## config.mk

```make
export PLATFORM = sky130hd
export DESIGN_NAME = sync_fifo
export DESIGN_NICKNAME = d
export VERILOG_FILES = /design/src/rtl/sync_fifo_pkg.sv /design/src/rtl/sync_fifo_ram.sv /design/src/rtl/sync_fifo.sv
export SDC_FILE = /design/constraint.sdc
export NUM_CORES = 1
export LEC_CHECK = 0
export CORE_ASPECT_RATIO = 1.4
export CORE_MARGIN = 3
export CORE_UTILIZATION = 38
export CTS_CLUSTER_DIAMETER = 30
export DETAILED_ROUTE_END_ITERATION = 7
export PLACE_DENSITY = 0.56
export SLEW_MARGIN = 10
export SYNTH_ARGS = -nofsm -noshare
export SYNTH_HDL_FRONTEND = slang
export SYNTH_HIERARCHICAL = 1
export SYNTH_SLANG_ARGS = --single-unit
export TNS_END_PERCENT = 1
```

## constraint.sdc

```tcl
create_clock -name CLK -period 3.4 [get_ports CLK]
set_input_delay 0.68 -clock CLK [delete_from_list [all_inputs] [get_ports CLK]]
set_output_delay 0.68 -clock CLK [all_outputs]
set_load 0.1 [all_outputs]
```

## src/rtl/sync_fifo_pkg.sv

```systemverilog
// sync_fifo_pkg: shared types and the occupancy-flag helper for sync_fifo.
// Latency: n/a (types and a combinational function only).
// Backpressure: n/a.
package sync_fifo_pkg;

  // The four occupancy flags, kept together so they are registered as one bundle.
  typedef struct packed {
    logic full;
    logic empty;
    logic almost_full;
    logic almost_empty;
  } fifo_flags_t;

  // Flag values a FIFO holding 'count' words must present.
  function automatic fifo_flags_t calc_flags(input int unsigned count,
                                             input int unsigned depth,
                                             input int unsigned afull_th,
                                             input int unsigned aempty_th);
    fifo_flags_t f;
    f.full         = (count == depth);
    f.empty        = (count == 0);
    f.almost_full  = (count >= afull_th);
    f.almost_empty = (count <= aempty_th);
    return f;
  endfunction

endpackage

```

## src/rtl/sync_fifo_ram.sv

```systemverilog
// sync_fifo_ram: single-clock dual-port storage, one write and one registered read port.
// Latency: read data appears one clock after R_EN is sampled.
// Backpressure: none; the caller gates W_EN/R_EN. RDATA holds while R_EN is low.
module sync_fifo_ram
  import sync_fifo_pkg::*;
#(
  parameter int unsigned DATA_WIDTH = 8,
  parameter int unsigned ADDR_WIDTH = 4
) (
  input  logic                  CLK,
  input  logic                  RST,
  input  logic                  W_EN,
  input  logic [ADDR_WIDTH-1:0] W_ADDR,
  input  logic [DATA_WIDTH-1:0] WDATA,
  input  logic                  R_EN,
  input  logic [ADDR_WIDTH-1:0] R_ADDR,
  output logic [DATA_WIDTH-1:0] RDATA
);

  localparam int unsigned DEPTH = 1 << ADDR_WIDTH;

  logic [DATA_WIDTH-1:0] mem [DEPTH];

  // Array write; contents deliberately left unreset so it maps onto plain RAM.
  always_ff @(posedge CLK) begin
    if (W_EN) begin
      mem[W_ADDR] <= WDATA;
    end
  end

  // Read register; only this output register is reset.
  always_ff @(posedge CLK or posedge RST) begin
    if (RST) begin
      RDATA <= '0;
    end else if (R_EN) begin
      RDATA <= mem[R_ADDR];
    end
  end

endmodule

```

## src/rtl/sync_fifo.sv

```systemverilog
// sync_fifo: single-clock FIFO with count, full/empty and almost flags; SYNC_FIFO_ERR_EN adds sticky OVERFLOW/UNDERFLOW.
// Latency: accepted read returns RDATA with RVALID after the accepting edge; flags/COUNT update at the accepting edge.
// Backpressure: writes dropped while FULL, reads dropped while EMPTY (no pass-through, no bypass).
module sync_fifo
  import sync_fifo_pkg::*;
#(
  parameter int unsigned DATA_WIDTH    = 8,
  parameter int unsigned ADDR_WIDTH    = 4,
  parameter int unsigned AFULL_THRESH  = (1 << ADDR_WIDTH) - 2,
  parameter int unsigned AEMPTY_THRESH = 1
) (
  input  logic                  CLK,
  input  logic                  RST,
  input  logic                  W_EN,
  input  logic [DATA_WIDTH-1:0] WDATA,
  input  logic                  R_EN,
  output logic [DATA_WIDTH-1:0] RDATA,
  output logic                  RVALID,
  output logic                  FULL,
  output logic                  EMPTY,
  output logic                  ALMOST_FULL,
  output logic                  ALMOST_EMPTY,
  output logic [ADDR_WIDTH:0]   COUNT
`ifdef SYNC_FIFO_ERR_EN
  ,
  input  logic                  ERR_CLR,
  output logic                  OVERFLOW,
  output logic                  UNDERFLOW
`endif
);

  localparam int unsigned DEPTH = 1 << ADDR_WIDTH;

  logic [ADDR_WIDTH:0] wr_ptr, rd_ptr;
  logic [ADDR_WIDTH:0] wr_ptr_nxt, rd_ptr_nxt, count_nxt;
  logic                wr_acc, rd_acc;
  fifo_flags_t         flags, flags_nxt;

  // Accept decisions use only registered flags; next count falls out of the
  // extra pointer bit, so the pointer difference is 0..DEPTH with no wrap case.
  always_comb begin
    wr_acc     = W_EN && !flags.full;
    rd_acc     = R_EN && !flags.empty;
    wr_ptr_nxt = wr_ptr + {{ADDR_WIDTH{1'b0}}, wr_acc};
    rd_ptr_nxt = rd_ptr + {{ADDR_WIDTH{1'b0}}, rd_acc};
    count_nxt  = wr_ptr_nxt - rd_ptr_nxt;
    flags_nxt  = calc_flags(32'(count_nxt), DEPTH, AFULL_THRESH, AEMPTY_THRESH);
  end

  // Pointer, count, flag and read-valid registers.
  always_ff @(posedge CLK or posedge RST) begin
    if (RST) begin
      wr_ptr <= '0;
      rd_ptr <= '0;
      COUNT  <= '0;
      flags  <= '{full: 1'b0, empty: 1'b1, almost_full: 1'b0, almost_empty: 1'b1};
      RVALID <= 1'b0;
    end else begin
      wr_ptr <= wr_ptr_nxt;
      rd_ptr <= rd_ptr_nxt;
      COUNT  <= count_nxt;
      flags  <= flags_nxt;
      RVALID <= rd_acc;
    end
  end

  assign FULL         = flags.full;
  assign EMPTY        = flags.empty;
  assign ALMOST_FULL  = flags.almost_full;
  assign ALMOST_EMPTY = flags.almost_empty;

  sync_fifo_ram #(
    .DATA_WIDTH (DATA_WIDTH),
    .ADDR_WIDTH (ADDR_WIDTH)
  ) u_ram (
    .CLK    (CLK),
    .RST    (RST),
    .W_EN   (wr_acc),
    .W_ADDR (wr_ptr[ADDR_WIDTH-1:0]),
    .WDATA  (WDATA),
    .R_EN   (rd_acc),
    .R_ADDR (rd_ptr[ADDR_WIDTH-1:0]),
    .RDATA  (RDATA)
  );

`ifdef SYNC_FIFO_ERR_EN
  // Sticky error flags; a new error in the same cycle beats ERR_CLR.
  always_ff @(posedge CLK or posedge RST) begin
    if (RST) begin
      OVERFLOW  <= 1'b0;
      UNDERFLOW <= 1'b0;
    end else begin
      if (W_EN && flags.full) begin
        OVERFLOW <= 1'b1;
      end else if (ERR_CLR) begin
        OVERFLOW <= 1'b0;
      end
      if (R_EN && flags.empty) begin
        UNDERFLOW <= 1'b1;
      end else if (ERR_CLR) begin
        UNDERFLOW <= 1'b0;
      end
    end
  end
`else
  // Without error tracking, dropped requests leave no trace.
`endif

endmodule
```

-- Yosys cells after proc, flatten, opt, wreduce, memory -nomap -nowiden
Memory sizes are Yosys's and may differ from the RTL's. A register that Yosys moved wholly into a read port is not among the register bits.
Cells that the tools add are included.
- magnitude comparators: 2
- multiplexer cells: 2
- reductions and logical operators: 5
- eq/ne operators: 1
- add/subtract/negate cells: 3
- operator list (operator ; number):
    adder 5 x 1 -> 5 bit ; 2
    == test 5 bit, second input constant ; 1
    greater-or-equal comparator 5 x 4 -> 1 bit, second input constant ; 1
    <= comparator 5 x 1 -> 1 bit, second input constant ; 1
    logical NOT 5 bit ; 1
    subtractor 5 bit ; 1
    logical AND 1 bit ; 2
    logical NOT 1 bit ; 2
    2-to-1 mux 1 bit ; 2
- bits of input ports: 12
- memories: 1
- memory bits (writable): 128
- register bits: 20
- memory list (memory ; depth ; width ; rd ports ; clocked after memory_dff ; write ports ; RTL line ; RTL):
    u_ram.mem ; 16 ; 8 ; 1 ; 1 ; 1 ; sync_fifo_ram.sv:22 ; logic [DATA_WIDTH-1:0] mem [DEPTH];

-- Longest topological paths before layout
Gate-level depths: netlist of the first run.
- word-level depth: 5
- mapped depth: 10

-- By module
The synthesis of the first run kept the hierarchy.
- by module, submodules not included (module ; instances ; sequential area each (um^2) ; cells an instance ; area an instance (um^2)):
    sync_fifo_ram ; 1 ; 4043.9 ; 241 ; 5335.1
    sync_fifo ; 1 ; 503.0 ; 75 ; 892.1

-- Worst setup path before layout of the first run
No wires, ideal clock.
- path type: reg2reg
- from: register flags, in the netlist FULL
- to: register flags, in the netlist FULL
- data arrival time: 2903 ps
- slack: 417 ps
- stages on the path, launching flop included: 10
- cell sequence: dfrtp_1 -> nor2b_1 -> and2_1 -> nand3_1 -> xnor2_1 -> ha_1 -> or3_1 -> a2111oi_2 -> a21oi_1 -> nor3b_2
- RTL lines (element ; RTL line ; RTL):
    start: declaration ; sync_fifo.sv:37 ; fifo_flags_t flags, flags_nxt;
    start signal: assignment ; sync_fifo.sv:56 ; flags <= '{full: 1'b0, empty: 1'b1, almost_full: 1'b0, almost_empty: 1'b1};
    start signal: assignment ; sync_fifo.sv:62 ; flags <= flags_nxt;

==> results of run 1 <==
-- flip-flops by register name, indices dropped and copies added (netlist names), 5 cells and up --
signal and count:
wr_ptr 5, u_ram/mem 128, COUNT 5, u_ram/RDATA 8
rd_ptr 5
-- logic make-up (layout without fill, tap and decap cells) --
group	Yosys count	in the layout	synth area share, %
buffers and inverters	22	90	2.552
adder cells (fa/ha/maj)	5	5	1.005
AND/OR/NAND/NOR	55	55	4.380
AO/OA/AOI/OAI	23	23	3.717
multiplexers	40	40	13.22
XOR/XNOR	15	15	2.110
flip-flops	156	156	73.02
-- path summary, 6_finish.rpt --
| path | cells past startpoint | slack (ps) | end |
|---|---|---|---|
| max | 10 | 560 | FULL |
| min | 1 | 500 | rd_ptr[4] |
| max reg2reg | 9 | 800 | FULL |
| min reg2reg | 1 | 500 | rd_ptr[4] |
| max in group asynchronous | 2 | 2200 | wr_ptr[1] |
| min in group asynchronous | 2 | 580 | u_ram/RDATA[2] |
-- stage by stage --
step | instance area [µm²] | setup WS [ps] | hold WS [ps]
detailed placement | 6771 | 142.9 | 487.0
finish | 7371 | 563.7 | 497.0
CTS | 7371 | 564.4 | 500.6
floorplan | 6227 | 417.0 | 460.3
global placement | 6771 | 217.1 | 477.7
global route | 7371 | 398.8 | 529.5
-- final cells by class --
type | instances | area, µm² | area share, %
inverter | 8 | 30.03 | 0.4074
multi-input combinational | 138 | 1524 | 20.68
tap | 196 | 245.2 | 3.327
timing repair buffer | 51 | 425.4 | 5.772
clock buffer | 17 | 425.4 | 5.772
sequential | 156 | 4547 | 61.69
clock inverter | 14 | 173.9 | 2.360
-- layer usage --
metal  vias up  wire [µm]  share of wire (%)  global-route usage, %
met5         -          0                  0                      0
li1       1377          -                  -                      -
met2        85       6916                 53                  27.14
met3        17        659                5.1                  4.731
met1      1611       5064                 39                  18.14
met4         0        339                2.6                  6.961
-- report_power, final --
part	switching (mW)	internal (mW)
logic	1.91	1.06
registers	0.160	2.41
clock network	0.740	1.15
total	2.81	4.62
-- layout by cell type, fill, tap and decap left out, types with 2 or more instances in the layout --
cell               n
edfxtp_1         128
buf_4             34
dfrtp_1           26
mux4_2            26
nor2_1            24
clkbuf_16         17
clkdlybuf4s50_1   17
inv_1              8
xnor2_1            8
mux2i_1            8
a221oi_2           8
xor2_1             7
o22ai_1            7
nor3_1             6
clkinv_4           6
mux4_1             6
nand3_1            5
ha_1               5
nand2_1            4
and2_1             3
clkinvlp_4         3
bufinv_16          3
nand2b_1           3
dfstp_2            2
nor2b_1            2
a21oi_1            2
nand3b_1           2
==> run summary, run 1 <==
- finished, final reports clean — status
- 46.62% — core occupancy in the finished layout
- 128 — count of flip-flops with a built-in enable after synthesis
- 37 — unique cell type count in the Yosys netlist
- 73.02% — fraction of the yosys area taken by sequential cells
- 3170 ps — arrival time at the worst endpoint
- 549 — cell count after placement
- 12.98 mm — final WL
- 6 — number of warnings reported in the yosys synthesis log
- 32.92% — Slew HR
- no — RSZ-0062 raised after global routing
- 18.36% — Layout area overhead
- 0 — Diodes inserted
- 4 — Detailed Routing Iterations Pass 1
- 0 — Routed Antenna Nets
- 0 — setup violation total in the final timing report
- 8.360 ps — worst clock skew
- 2836 ps — Final Critical Period
- 0 — drt drc
- 0 — Final Hold Vio Count
- 114.2 µm — Die Width
- 20.09 mm — wire length of the first global-routing pass
- 3,090 — routed vias
- 333 — number of nets produced by synthesis
- 0 — Resized Gates After CTS
- 156 — synthesized flop and latch total
- 0.0008897 V — largest voltage drop on the vdd net
- 128 x edfxtp_1, 26 x dfrtp_1, 26 x mux4_2 — leading post-synthesis cells by instance count
- reg -> reg — type of the worst min-delay path
- 3730 ps — required time at the endpoint of the critical path
- 0 — Post-CTS Setup Inserts
- 2.550 nW — standby leakage power
- 352.6 MHz — Max Clock Freq
- 17.95% — share of flip-flops with an asynchronous set or reset
- 1,406 — count of fill cells added during filler insertion
- 0 — number of hold-repair buffers added at the cts stage
- 5.328 — via-per-instance ratio
- 22.38 µm — detail-routed net length per standard cell
- 316 — cells after synthesis
- 60 ps — clock transition at the register clock pins on the worst setup and hold paths after CTS
- 28.13% — fraction of final layout cells with drive strength greater than 1
- 30 — I/O pin total
- 580 — number of cells in the finished layout apart from fillers
- 0.7782 — final weighted congestion of routability-driven global placement
- edfxtp_1 62%, dfrtp_1 10%, mux4_2 9.4%, mux4_1 2.5%, a221oi_2 1.9% — biggest area contributors in the synthesized netlist
- 19.71 µm² — mean instance size in the synthesized netlist
- 61.72% — area fraction of the dominant cell type after synthesis
- 4 — H-tree levels
- 17,980 µm² — area enclosed by the die boundary
- 1 — buffering stage count on the worst path with inverters included
- 34 — pin count of the biggest net entering global routing
- 7.429 mW — post-layout power
- 2 — largest buffer count on any clock path
- 1003 ps — slew of the pin with the lowest slew margin
- 389 — Net count, final
- 1008 nW/µm² — Power Dens Cells
- edfxtp_1 — cell type with the largest total area after synthesis
- 157.5 µm — Die Height
- 5 — worst-path fanout max
- 0 — max-cap viol count
- 83.42% — ratio of final minimum period to clock period
- simple AND/OR/NAND/NOR gates — family with the most delay on the worst path
- clkbuf_16 — cell at the root of the clock tree
- 29 — Port Buf Inserts
- primary input — startpoint types
- EMPTY — origin of the critical flop-to-flop path
- 156 — TritonCTS Sinks
- 3,354 — via count of the first global-routing pass
- 177 — number of DRC violations after detailed-routing iteration 0
- done — CTS tree
- 8.525 mm — detailed placement HPWL
- 0 — initial antenna violation count
- 6227 µm² — cell area after synthesis
- in -> reg — kind of critical path
- 410 ps — worst skew pair latency
- 15.77% — all-layer global routing usage
- 0 — max-slew violation count
- 54 — total number of placement rows
- clkdlybuf4s50_1 > nor2b_2 > and2_1 > ha_1 > xnor2_1 > ha_1 > o311ai_1 > o211ai_1 > xnor2_1 > nor3b_2 — series of cell instances along the critical path
- rd_ptr[4] — worst hold path startpoint
- 39.39% — effective utilization at floorplan
- 0 ps — final sum of negative setup slack
- edfxtp_1 — dominant cell by count in the synthesized netlist
- edfxtp_1 — Synth Flop Type
- R_EN — startpoint of the worst setup timing path
- 0 — total congestion overflow after global routing
- 17 — number of clock buffers inserted by TritonCTS
- register — kind of end point of the critical path
- 15,810 µm² — CORE AREA
- clkdlybuf4s50_1 — Max stage delay cell, worst path
- 440 ps — max incr delay on CP
Note: power is estimated with default switching activity, not from simulation.
==> run 2: changes to the inputs <==
==> constraint.sdc (replaced) <==
create_clock -name CLK -period 2.9 [get_ports CLK]
set_input_delay 0.58 -clock CLK [delete_from_list [all_inputs] [get_ports CLK]]
set_output_delay 0.58 -clock CLK [all_outputs]
set_load 0.1 [all_outputs]
==> run 2 against run 1 <==
Compared with the run above:
- final cell count up 1.6%
- total power up 19%
- combinational power up 23%
- wire length down 1.8%
- sequential power up 17%
- non-clock buffer count up 8
- sequential share of layout area down 0.40 points
- critical endpoint is now EMPTY
- largest cell class unchanged
- largest power group unchanged
==> run summary, run 2 (same netlist as run 1, synthesis figures left out) <==
- 24.9% — Clk network pwr share, -0.6 points
- 3240 ps — required time at the endpoint of the critical path, -490 ps
- 5.204 — via-per-instance ratio, -2.3%
- 156 — TritonCTS Sinks, unchanged
- 2.588 nW — standby leakage power, +1.5%
- 46.98% — core occupancy in the finished layout, +0.36 points
- 0 — Routed Antenna Nets, unchanged
- 3.293 mW — Net Sw Power, +17%
- -233.7 ps — pre-CTS setup slack, -376.6 ps
- edfxtp_1 — most common library cell in the layout ignoring fill and taps
- 128 — max reg flops, unchanged
- 12.75 mm — final WL, -1.8%
- 751.8 ps — slew of the pin with the lowest slew margin, -251.3 ps
- 41.1% — fraction of power consumed by combinational cells, +1.2 points
- 49.82% — Slew HR, +17 points
- done — CTS tree
- 0 — initial antenna violation count, unchanged
- 378.6 MHz — Max Clock Freq
- 114.2 µm — Die Width, unchanged
- 0 — max-cap viol count, unchanged
- 4 — Detailed Routing Iterations Pass 1, unchanged
- 39.39% — effective utilization at floorplan, unchanged
- clkbuf_16 — cell at the root of the clock tree
- 290 ps — R2R setup slack, -510 ps
- 2980 ps — arrival time at the worst endpoint, -190 ps
- 17,980 µm² — area enclosed by the die boundary, unchanged
- 19.27% — Layout area overhead
- 4 — H-tree levels, unchanged
- 128 x edfxtp_1, 47 x buf_4, 26 x mux4_2, 25 x dfrtp_1, 24 x nor2_1 — most used cells in the layout excluding fill and tap cells
- 0 — Diodes inserted, unchanged
- 3,065 — routed vias, -0.81%
- 258.8 ps — final worst slack, -304.9 ps
- 0.7949 — final weighted congestion of routability-driven global placement, +2.1%
- EMPTY — origin of the critical flop-to-flop path
- in -> reg — kind of critical path
- 37.19% — Sw Ratio, -0.63 points
- in -> async — type of the worst min-delay path
- 91.07% — ratio of final minimum period to clock period
- 2641 ps — Final Critical Period
- 0 — total congestion overflow after global routing, unchanged
- 0.0009303 V — largest voltage drop on the vdd net, +4.6%
- 34.0% — power share of the sequential group, -0.6 points
- 60 ps — clock transition at the register clock pins on the worst setup and hold paths after CTS, about the same
- 8.046 mm — detailed placement HPWL, -5.6%
- 17 — number of clock buffers inserted by TritonCTS, unchanged
- 589 — number of cells in the finished layout apart from fillers, +1.6%
- 5.561 mW — Int Pwr, +20%
- u_ram/mem (128), u_ram/RDATA (8) — top flop regs
- 15.38% — all-layer global routing usage, -0.39 points
- 1,380 — count of fill cells added during filler insertion, -1.8%
- 35 — pin count of the biggest net entering global routing, +2.9%
- u_ram/mem — register containing the most flip-flops in the final layout
- 155 — number of DRC violations after detailed-routing iteration 0, -12%
- primary input — startpoint types
- register — kind of end point of the critical path
- 2 — largest buffer count on any clock path, unchanged
- 21.65 µm — detail-routed net length per standard cell, -3.3%
- 0 — drt drc, unchanged
- 29 — Port Buf Inserts, unchanged
- 557 — cell count after placement, +1.5%
- 0 — Final Hold Vio Count, unchanged
- 0 — setup violation total in the final timing report, unchanged
- 15,810 µm² — CORE AREA, unchanged
- finished, final reports clean — status
- 10.90 ps — worst clock skew, +2.542 ps
- 3 — worst-path fanout max, -2
- 19.75 mm — wire length of the first global-routing pass, -1.7%
- no — RSZ-0062 raised after global routing
- 9 — path depth of the worst reg2reg path, unchanged
- 157.5 µm — Die Height, unchanged
- 1192 nW/µm² — Power Dens Cells, +18%
- 0 — number of hold-repair buffers added at the cts stage, unchanged
- 397 — Net count, final, +2.1%
- 54 — total number of placement rows, unchanged
- EMPTY — worst flop-to-flop path endpoint
- 0 — max-slew violation count, unchanged
- 30 — I/O pin total, unchanged
- 3,326 — via count of the first global-routing pass, -0.83%
- 430 ps — worst skew pair latency, +20 ps
- 30.79% — fraction of final layout cells with drive strength greater than 1, +2.7 points
==> run 2: cell types whose count changed in the layout (fill, tap and decap cells not counted), sizes merged <==
cell           change
buf               +14
clkbuf             +4
clkdlybuf4s50      -6
clkinv             -5
clkinvlp           +2
==> run 2: how the worst max path moves through the flow <==
| stage | startpoint | end | slack [ps] |
|---|---|---|---|
| after floorplan | EMPTY | FULL | 50 |
| after global placement | R_EN | FULL | -160 |
| after detailed placement | W_EN | FULL | -230 |
| after CTS | W_EN | FULL | 210 |
| after global routing | W_EN | EMPTY | 50 |
| final | R_EN | EMPTY | 260 |
==> run 2: metrics by stage <==
step	instance area (µm²)	total power [mW]	hold WS, ps	TNS, ps
4_1_cts	7420	8.944	456.9	0
3_3_place_gp	6834	6.684	478.1	-463.4
6_report	7427	8.854	468.2	0
2_1_floorplan	6232	5.755	395.7	0
3_5_place_dp	6834	6.729	477.8	-767.9
5_1_grt	7427	9.300	496.0	0
==> run 2: repair_timing <==
| item | in CTS | in global routing |
|---|---|---|
| resized for setup | 0 | 1 |
| endpoints found under the hold margin | 0 | 0 |
| setup endpoints to repair | 0 | 1 |
| buffers inserted | 0 | 0 |
==> run 2: cell type report <==
| cell class | count | area, µm² | area share, % |
|---|---|---|---|
| Inverter | 8 | 30.03 | 0.4043 |
| Tap cell | 196 | 245.2 | 3.302 |
| Clock inverter | 11 | 145.1 | 1.954 |
| Sequential cell | 156 | 4552 | 61.29 |
| Multi-Input combinational cell | 138 | 1531 | 20.62 |
| Clock buffer | 21 | 440.4 | 5.930 |
| Timing Repair Buffer | 59 | 483.0 | 6.503 |
==> run 2: layer usage <==
| layer | vias to the layer above | global-route usage [%] | routed length, µm |
|---|---|---|---|
| met3 | 22 | 4.308 | 496 |
| met5 | - | 0 | 0 |
| met1 | 1588 | 17.94 | 5075 |
| met4 | 0 | 5.716 | 241 |
| li1 | 1388 | - | - |
| met2 | 67 | 26.94 | 6937 |
==> run 2: worst max-delay path, cell delays in order <==
cell,delay [ps]
clkdlybuf4s50_1,390
nor2b_2,150
and2_1,160
and3_2,220
xnor2_1,180
ha_1,270
or3_1,390
a2111oi_2,370
a21oi_1,120
nor3_1,160
==> run 2: power by group through the flow <==
stage / clock [mW] / sequential, mW / combinational [mW]
global route: 2.33 / 3.05 / 3.92
floorplan: 0 / 3.75 / 2.01
global placement: 0 / 3.05 / 3.64
finish: 2.20 / 3.01 / 3.64
detailed placement: 0 / 3.06 / 3.67
CTS: 2.24 / 3.02 / 3.68
==> run 3: changes to the inputs <==
--- a/config.mk
+++ b/config.mk
@@ -5,6 +5,7 @@
 export SDC_FILE = /design/constraint.sdc
 export NUM_CORES = 1
 export LEC_CHECK = 0
+export CAP_MARGIN = 20
 export CORE_ASPECT_RATIO = 1.4
 export CORE_MARGIN = 3
 export CORE_UTILIZATION = 38
==> results of run 3 <==
Final layout, timing and power as in run 2 (identical DEF).
